### src/rtl/mem_arb_pkg.sv
// Shared types for the unified memory port arbiter.
// Owner encoding plus hold counter sizing helper.
package mem_arb_pkg;

  typedef enum logic [1:0] {
    OWN_NONE = 2'd0,
    OWN_CPU  = 2'd1,
    OWN_DMA  = 2'd2
  } owner_e;

  localparam int MAX_HOLD_DEF = 8;

  function automatic int hold_w(int max_hold);
    return (max_hold > 1) ? $clog2(max_hold) : 1;
  endfunction

  localparam int HOLD_W = hold_w(MAX_HOLD_DEF);

endpackage

### src/rtl/mem_port_arbiter_if.sv
// Requester-side bundle of the shared memory port.
// master = requester, slave = arbiter.
interface mem_port_arbiter_if #(
  parameter int ADDR_W = 32,
  parameter int DATA_W = 32
);
  logic              req;
  logic              we;
  logic [ADDR_W-1:0] adr;
  logic [DATA_W-1:0] wdata;
  logic              gnt;
  logic              stall;
  logic [DATA_W-1:0] rdata;

  modport master (
    output req, we, adr, wdata,
    input  gnt, stall, rdata
  );

  modport slave (
    input  req, we, adr, wdata,
    output gnt, stall, rdata
  );
endinterface

### src/rtl/mux2.sv
// Generic two-input mux, sel=1 picks d1.
// Shared datapath building block.
module mux2 #(
  parameter int W = 32
) (
  input  logic [W-1:0] d0,
  input  logic [W-1:0] d1,
  input  logic         sel,
  output logic [W-1:0] y
);
  assign y = sel ? d1 : d0;
endmodule

### src/rtl/mem_port_arbiter.sv
// Round-robin arbiter sharing one memory port between CPU and DMA,
// with a bounded hold so a waiting requester is never starved.
module mem_port_arbiter
  import mem_arb_pkg::*;
#(
  parameter int ADDR_W   = 32,
  parameter int DATA_W   = 32,
  parameter int MAX_HOLD = 8
) (
  input  logic              clk,
  input  logic              reset,
  mem_port_arbiter_if.slave cpu,
  mem_port_arbiter_if.slave dma,
  output logic [ADDR_W-1:0] mem_adr,
  output logic [DATA_W-1:0] mem_wd,
  output logic              mem_we,
  input  logic [DATA_W-1:0] mem_rd
);

  localparam int CW = hold_w(MAX_HOLD);
  localparam logic [CW-1:0] HOLD_MAX = CW'(MAX_HOLD - 1);

  owner_e          owner, owner_nx;
  owner_e          last, last_nx;
  owner_e          other;
  logic [CW-1:0]   hold_cnt, hold_nx;
  logic            own_req, own_we, oth_req;
  logic            access;
  logic [ADDR_W-1:0] adr_sel;
  logic [DATA_W-1:0] wd_sel;

  assign cpu.gnt = (owner == OWN_CPU);
  assign dma.gnt = (owner == OWN_DMA);

  always_comb begin
    own_req = 1'b0;
    own_we  = 1'b0;
    oth_req = 1'b0;
    other   = OWN_NONE;
    unique case (1'b1)
      cpu.gnt: begin
        own_req = cpu.req;
        own_we  = cpu.we;
        oth_req = dma.req;
        other   = OWN_DMA;
      end
      dma.gnt: begin
        own_req = dma.req;
        own_we  = dma.we;
        oth_req = cpu.req;
        other   = OWN_CPU;
      end
      default: ;
    endcase
  end

  assign access = own_req;

  always_comb begin
    owner_nx = owner;
    hold_nx  = hold_cnt;
    last_nx  = last;
    if (owner == OWN_NONE) begin
      if (cpu.req && dma.req)
        owner_nx = (last == OWN_CPU) ? OWN_DMA : OWN_CPU;
      else if (cpu.req)
        owner_nx = OWN_CPU;
      else if (dma.req)
        owner_nx = OWN_DMA;
    end else if (!own_req) begin
      owner_nx = oth_req ? other : OWN_NONE;
    end else if (oth_req && hold_cnt == HOLD_MAX) begin
      owner_nx = other;
    end
    if (owner_nx != owner)
      hold_nx = '0;
    else if (access && hold_cnt != HOLD_MAX)
      hold_nx = hold_cnt + 1'b1;
    if (owner_nx != OWN_NONE)
      last_nx = owner_nx;
  end

  // last resets to DMA so the CPU wins the first tie
  always_ff @(posedge clk) begin
    if (reset) begin
      owner    <= OWN_NONE;
      last     <= OWN_DMA;
      hold_cnt <= '0;
    end else begin
      owner    <= owner_nx;
      last     <= last_nx;
      hold_cnt <= hold_nx;
    end
  end

  mux2 #(.W(ADDR_W)) u_adr_mux (
    .d0  (cpu.adr),
    .d1  (dma.adr),
    .sel (dma.gnt),
    .y   (adr_sel)
  );

  mux2 #(.W(DATA_W)) u_wd_mux (
    .d0  (cpu.wdata),
    .d1  (dma.wdata),
    .sel (dma.gnt),
    .y   (wd_sel)
  );

  assign mem_adr = access ? adr_sel : '0;
  assign mem_wd  = access ? wd_sel  : '0;
  assign mem_we  = access & own_we & ~reset;

  assign cpu.stall = cpu.req & ~cpu.gnt & ~reset;
  assign dma.stall = dma.req & ~dma.gnt & ~reset;

  assign cpu.rdata = mem_rd;
  assign dma.rdata = mem_rd;

endmodule

### src/flat_wrapper.sv
// flat-port wrapper written by rule: the top's interface ports become plain ports
module mem_port_arbiter_flat import mem_arb_pkg::*;
#(
  parameter int ADDR_W   = 32,
  parameter int DATA_W   = 32,
  parameter int MAX_HOLD = 8
)
  (clk, reset, mem_adr, mem_wd, mem_we, mem_rd, cpu_req, cpu_we, cpu_adr, cpu_wdata, cpu_gnt, cpu_stall, cpu_rdata, dma_req, dma_we, dma_adr, dma_wdata, dma_gnt, dma_stall, dma_rdata);
  mem_port_arbiter_if #(.ADDR_W(ADDR_W), .DATA_W(DATA_W)) cpu_i ();
  mem_port_arbiter_if #(.ADDR_W(ADDR_W), .DATA_W(DATA_W)) dma_i ();
  input  logic clk;
  input  logic reset;
  output logic [ADDR_W-1:0] mem_adr;
  output logic [DATA_W-1:0] mem_wd;
  output logic mem_we;
  input  logic [DATA_W-1:0] mem_rd;
  input wire logic [$bits(cpu_i.req)-1:0] cpu_req;
  input wire logic [$bits(cpu_i.we)-1:0] cpu_we;
  input wire logic [$bits(cpu_i.adr)-1:0] cpu_adr;
  input wire logic [$bits(cpu_i.wdata)-1:0] cpu_wdata;
  output wire logic [$bits(cpu_i.gnt)-1:0] cpu_gnt;
  output wire logic [$bits(cpu_i.stall)-1:0] cpu_stall;
  output wire logic [$bits(cpu_i.rdata)-1:0] cpu_rdata;
  input wire logic [$bits(dma_i.req)-1:0] dma_req;
  input wire logic [$bits(dma_i.we)-1:0] dma_we;
  input wire logic [$bits(dma_i.adr)-1:0] dma_adr;
  input wire logic [$bits(dma_i.wdata)-1:0] dma_wdata;
  output wire logic [$bits(dma_i.gnt)-1:0] dma_gnt;
  output wire logic [$bits(dma_i.stall)-1:0] dma_stall;
  output wire logic [$bits(dma_i.rdata)-1:0] dma_rdata;
  assign cpu_i.req = cpu_req;
  assign cpu_i.we = cpu_we;
  assign cpu_i.adr = cpu_adr;
  assign cpu_i.wdata = cpu_wdata;
  assign cpu_gnt = cpu_i.gnt;
  assign cpu_stall = cpu_i.stall;
  assign cpu_rdata = cpu_i.rdata;
  assign dma_i.req = dma_req;
  assign dma_i.we = dma_we;
  assign dma_i.adr = dma_adr;
  assign dma_i.wdata = dma_wdata;
  assign dma_gnt = dma_i.gnt;
  assign dma_stall = dma_i.stall;
  assign dma_rdata = dma_i.rdata;
  mem_port_arbiter #(.ADDR_W(ADDR_W), .DATA_W(DATA_W), .MAX_HOLD(MAX_HOLD)) u_core (.clk(clk), .reset(reset), .cpu(cpu_i), .dma(dma_i), .mem_adr(mem_adr), .mem_wd(mem_wd), .mem_we(mem_we), .mem_rd(mem_rd));
endmodule
### config.mk
export PLATFORM = sky130hd
export DESIGN_NAME = mem_port_arbiter_flat
export DESIGN_NICKNAME = d
export VERILOG_FILES = /design/src/rtl/mem_arb_pkg.sv /design/src/rtl/mem_port_arbiter_if.sv /design/src/rtl/mux2.sv /design/src/rtl/mem_port_arbiter.sv /design/src/flat_wrapper.sv
export SDC_FILE = /design/constraint.sdc
export NUM_CORES = 1
export LEC_CHECK = 0
export BUFFER_PORTS_ARGS = -buffer_cell sky130_fd_sc_hd__clkbuf_2
export CAP_MARGIN = 20
export CORE_AREA = 5 5 112 114
export DETAILED_ROUTE_END_ITERATION = 10
export DIE_AREA = 0 0 117 119
export PLACE_DENSITY = 0.49
export RECOVER_POWER = 100
export SYNTH_ARGS = -nofsm -noshare
export SYNTH_HDL_FRONTEND = slang
export SYNTH_SLANG_ARGS = --single-unit
export TNS_END_PERCENT = 5
### constraint.sdc
create_clock -name clk -period 2.3 [get_ports clk]
set_input_delay 0 -clock clk [delete_from_list [all_inputs] [get_ports clk]]
set_output_delay 0 -clock clk [all_outputs]
set_load 0.1 [all_outputs]
Yosys cells after proc, flatten, opt, wreduce, memory -nomap -nowiden --
Cells that the tools add are included.
Storage, ports and cells: bits in registers 7, output and inout port bits 133, word-level logic and storage cells 41
Operators by class: $add $sub $neg 1, equality and inequality tests 6, mux-type cells 16, bitwise gates (word level) 9, reduce and logical (&&, ||, !) cells 6
Operators with widths (count):
- $mux W32 | 4
- $mux W2 | 8
- $and A1 B1 Y1 | 6
- $pmux W1 S2 | 3
- $eq A2 B1 Y1 const B | 2
- $pmux W2 S2 | 1
- $add A3 B1 Y3 const B | 1
- $eq A3 B3 Y1 const B | 1
- $logic_and A1 B1 Y1 | 3
- $ne A3 B3 Y1 const B | 1
- $not A1 Y1 | 3
- $eq A2 B2 Y1 const B | 1
- $logic_not A2 Y1 | 1
- $ne A2 B2 Y1 | 1
- $reduce_bool A2 Y1 | 1
- $reduce_or A2 Y1 | 1

Depth between registers and ports, before layout --
depth in word-level cells 8, gate-level depth with buffers 7

Hierarchy --
Synthesis repeated with hierarchy kept, for this count alone.
Unflattened totals: cells, all modules 295, area, all modules 2691.3 µm²
Modules (own cells, without submodules):
- mem_port_arbiter | times used 1, cells an instance 223, area each 1602.8 µm², sequential area each 140.1 µm²
- mux2 | times used 2, cells an instance 36, area each 544.3 µm², sequential area each 0.0 µm²

Worst setup path before layout --
Ideal clock, no wire load.
path kind reg2out, start register u_core.owner[1], end output mem_we, arrival time 3.949 ns, required time 2.300 ns, path slack -1.649 ns, stages on the path, launching flop included 7, buffers on the path 1, cell sequence dfxtp_1 > inv_1 > ha_1 > and2_0 > o21ai_0 > buf_2 > nor3_1
Between the ends: word-level cells in the longest chain between the ends 4
Ends and longest elaborated chain:
- start: declaration | line mem_port_arbiter.sv:23 | owner_e owner, owner_nx;
- start signal: assignment | line mem_port_arbiter.sv:90 | owner <= owner_nx;
- $eq A2 B1 Y1 (*) | line mem_port_arbiter.sv:32 | assign cpu.gnt = (owner == OWN_CPU);
- net cpu_gnt | line flat_wrapper.sv:21 | output wire logic [$bits(cpu_i.gnt)-1:0] cpu_gnt;
- $pmux W1 S2 | line mem_port_arbiter.sv:40 | unique case (1'b1)
- $and A1 B1 Y1 (*) (2 in a row) | line mem_port_arbiter.sv:112 | assign mem_we = access & own_we & ~reset;
- end: declaration | line flat_wrapper.sv:15 | output logic mem_we;
Mark *: on every way through the listed nets, which the timed path passes. The rest lies on a longest branch.

Final worst setup path --
start register u_core.owner[0], end output mem_wd[0]
Between the ends: word-level cells in the longest chain between the ends 3
Ends and longest elaborated chain:
- $eq A2 B2 Y1 / $eq A2 B1 Y1 (equally long branches) | line mem_port_arbiter.sv:33, mem_port_arbiter.sv:32
- $pmux W1 S2 / $mux W32 (equally long branches) | line mem_port_arbiter.sv:40, mux2.sv:11
- $mux W32 (*) | line mem_port_arbiter.sv:111 | assign mem_wd = access ? wd_sel : '0;
- end: declaration | line flat_wrapper.sv:14 | output logic [DATA_W-1:0] mem_wd;
Mark *: on every way between the ends. The rest lies on a longest branch, timed or not.

==> reports/metrics.yaml <==
cts-root-buf: "clkbuf_16"
setup_violations: 0
synthTopCellsByArea: "mux2i_1, buf_4, nor2_1"
syn_avg_cell_area_um2: 7.411
dr_total_vias: 2336
synth_cells: 273
finalWeightedCongestion: 0.8140
endpoint: "mem_wd[0]"
synth.most_common_cell: "nor2_1"
drv_cap: 0
insertion_delay_ns: 0.23
cp_data_required_time_ns: 2.30
cp_max_fo: 11
max_freq_mhz: 455.5
dieArea_mm2: 0.01392
cp.depth: 9
powerDensity_mw_per_mm2: 884.9
hpwl_mm: 7.263
placedInstanceArea_mm2: 0.004099
cts_buffer_depth: 2
grt_overflow: 0
drc: 0
fin_nets: 585
dp.cells: 548
synth_area_mm2: 0.002023
fillers: 1149
track_usage_pct: 10.15
async_reset_ff_share_pct: 0
start_kind: "register"
synth-seq-cells: 7
final_area_mm2: 0.003919
initialDrtViolationCount: 40
crit_path_max_incr_delay_ns: 0.37
dominantRegCellSynth: "dfxtp_1"
p_leak_nw: 1.651
viasPerCell: 4.209
hold_path_depth: 0
setup.worst_path.class: "reg2out"
r2r.worst_path.cells: 7
crit_start: "u_core.owner[0]"
antenna_found_initial: 0
die_y_um: 119
period_share_pct: 95.46
cts_buffers: 3
cp_slowest_cell: "dfxtp_2"
yosysWarningCount: 0
fin_setup_tns_ns: 0
tightest_slew_ns: 1.173
start_util_pct: 17.87
arrival_ns: 2.20
synth_top_area_cell: "mux2i_1"
grt_first_pass_wirelength_mm: 11.70
path_delay_family: "buffers and inverters"
num_rows: 39
r2r_setup_slack_ns: 0.24
slew_headroom_pct: 22.16
vdd_drop_max_mv: 0.6268
yosysSeqAreaShare_pct: 6.926
cts_hold_buf: 0
crit_top_cell: "buf_12"
dp_slack_ns: 0.1748
cp-end-kind: "output port"
period_minus_slack_ns: 2.196
routed_wirelength_mm: 8.427
finalHoldViolations: 0
dr.pass1.iters: 4
r2r_start: "u_core.owner[0]"
ios: 299
grt_pass1_vias: 2351
final_util_pct: 34.62
port_buffers: 202
synth_top_cells_by_count: "nor2_1, mux2i_1, buf_4"
cts_sinks: 7
drv_slew: 0
synth_edf_count: 0
stdcell_count: 555
layout-drive-gt1-share_pct: 69.66
status: "complete, no violations"
setup_slack_ns: 0.1044
rsz0062_at_grt: "no"
min_path_type: "in2out"
coreArea_mm2: 0.01132
h-tree-depth: 1
grt_max_degree: 31
syn_to_final_growth_pct: 93.69
synth_cell_types: 39
yosys.area.top_type_share_pct: 32.65
crit_buf_inv: 5
syn-num-nets: 445
r2r-end: "u_core.hold_cnt[1]"
wl_per_cell_um: 15.18
cts_tree: "yes"
antenna_cells: 0
die_w_um: 117
path_cells: "inv_1 > buf_4 > ha_1 > and2_4 > o21ai_4 > buf_12 > clkbuf_4 > nor2_2 > buf_12"
finClkSkew_ns: 0.0006947
cts.clk_slew.worst_paths_ns: 0.03
antenna_left: 0
[layer usage]
| metal | track usage, % | part of all wire [%] |
|---|---|---|
| met5 | 0 | 0 |
| met4 | 1.649 | 1.2 |
| met3 | 4.564 | 15 |
| met2 | 18.17 | 48 |
| met1 | 11.08 | 36 |
[cells in the final DEF, fill, tap and decap left out, types with 2 or more instances in the layout]
master     netlist  final
clkbuf_1         2      3
mux2i_1         66     66
nor2_4           0     50
nor3_1           5      3
nand2b_1         2      2
buf_8            0     15
buf_12           0     23
a22oi_1          2      2
o21bai_1         2      2
dfxtp_1          7      6
and3_2           2      2
buf_4           65      5
ha_1             6      4
a211o_1          2      2
nor2_1          67      9
buf_6            1     24
nor2_2           0      8
inv_1            4      4
clkbuf_2         0    144
o21ai_0          4      3
clkbuf_16        0      4
nand4_1          2      2
o211ai_1         2      2
[through the flow]
stage	hold slack (ns)	power, mW
global route	0.0002441	3.633
detailed placement	0.0009937	3.347
CTS	0.0009937	3.639
finish	0.00005366	3.468
floorplan	0.2115	2.898
global placement	0.0009937	3.314
[cell families (layout without fill, tap and decap cells)]
group / count (synthesis) / in the layout / share of synthesized area [%]
simple gates: 86 / 86 / 18.49
compound gates: 23 / 23 / 9.339
xor+xnor: 1 / 1 / 0.4330
fa+ha+maj: 6 / 6 / 3.710
buf+inv: 84 / 223 / 28.45
flops: 7 / 7 / 6.926
mux: 66 / 66 / 32.65
[power breakdown]
group	internal (mW)	leakage (nW)	switching, mW
logic	0.996	1.56	2.00
clock network	0.230	0.0382	0.0598
registers	0.154	0.0577	0.0240
[flip-flops by register name, summed over array words and instances (netlist names)]
register         cells
u_core.hold_cnt      3
u_core.last          2
u_core.owner         2
[how the worst min path moves through the flow]
| stage | start | to | slack (ns) |
|---|---|---|---|
| after floorplan | mem_rd[0] | cpu_rdata[0] | 0.21 |
| after global placement | mem_rd[29] | cpu_rdata[29] | 0.001 |
| after detailed placement | mem_rd[29] | cpu_rdata[29] | 0.001 |
| after CTS | mem_rd[29] | cpu_rdata[29] | 0.001 |
| after global routing | mem_rd[6] | cpu_rdata[6] | 0.0002 |
| final | mem_rd[0] | dma_rdata[0] | 0.00005 |
[area by class of cell]
cell class,instances,area (um2),share of cell area [%]
repair buffers,215,1754,44.76
clock buffers,4,78.83,2.011
multi-input cells,182,1750,44.67
inverters,4,15.01,0.3831
flip-flops and latches,7,141.4,3.608
well taps,143,178.9,4.566
[repair_timing]
item                       CTS  global route
buffers inserted             0             1
resized for setup            0             2
setup endpoints to repair    0            26
[worst reg2reg max path, stage by stage, from the launching register on]
cell and delay [ns]:
dfxtp_2 0.37, inv_1 0.07, ha_1 0.40, and3_2 0.24
a22oi_1 0.29, nand2_1 0.10, o31ai_1 0.35, nor3_1 0.10
Power figures use the tool's default switching activity.
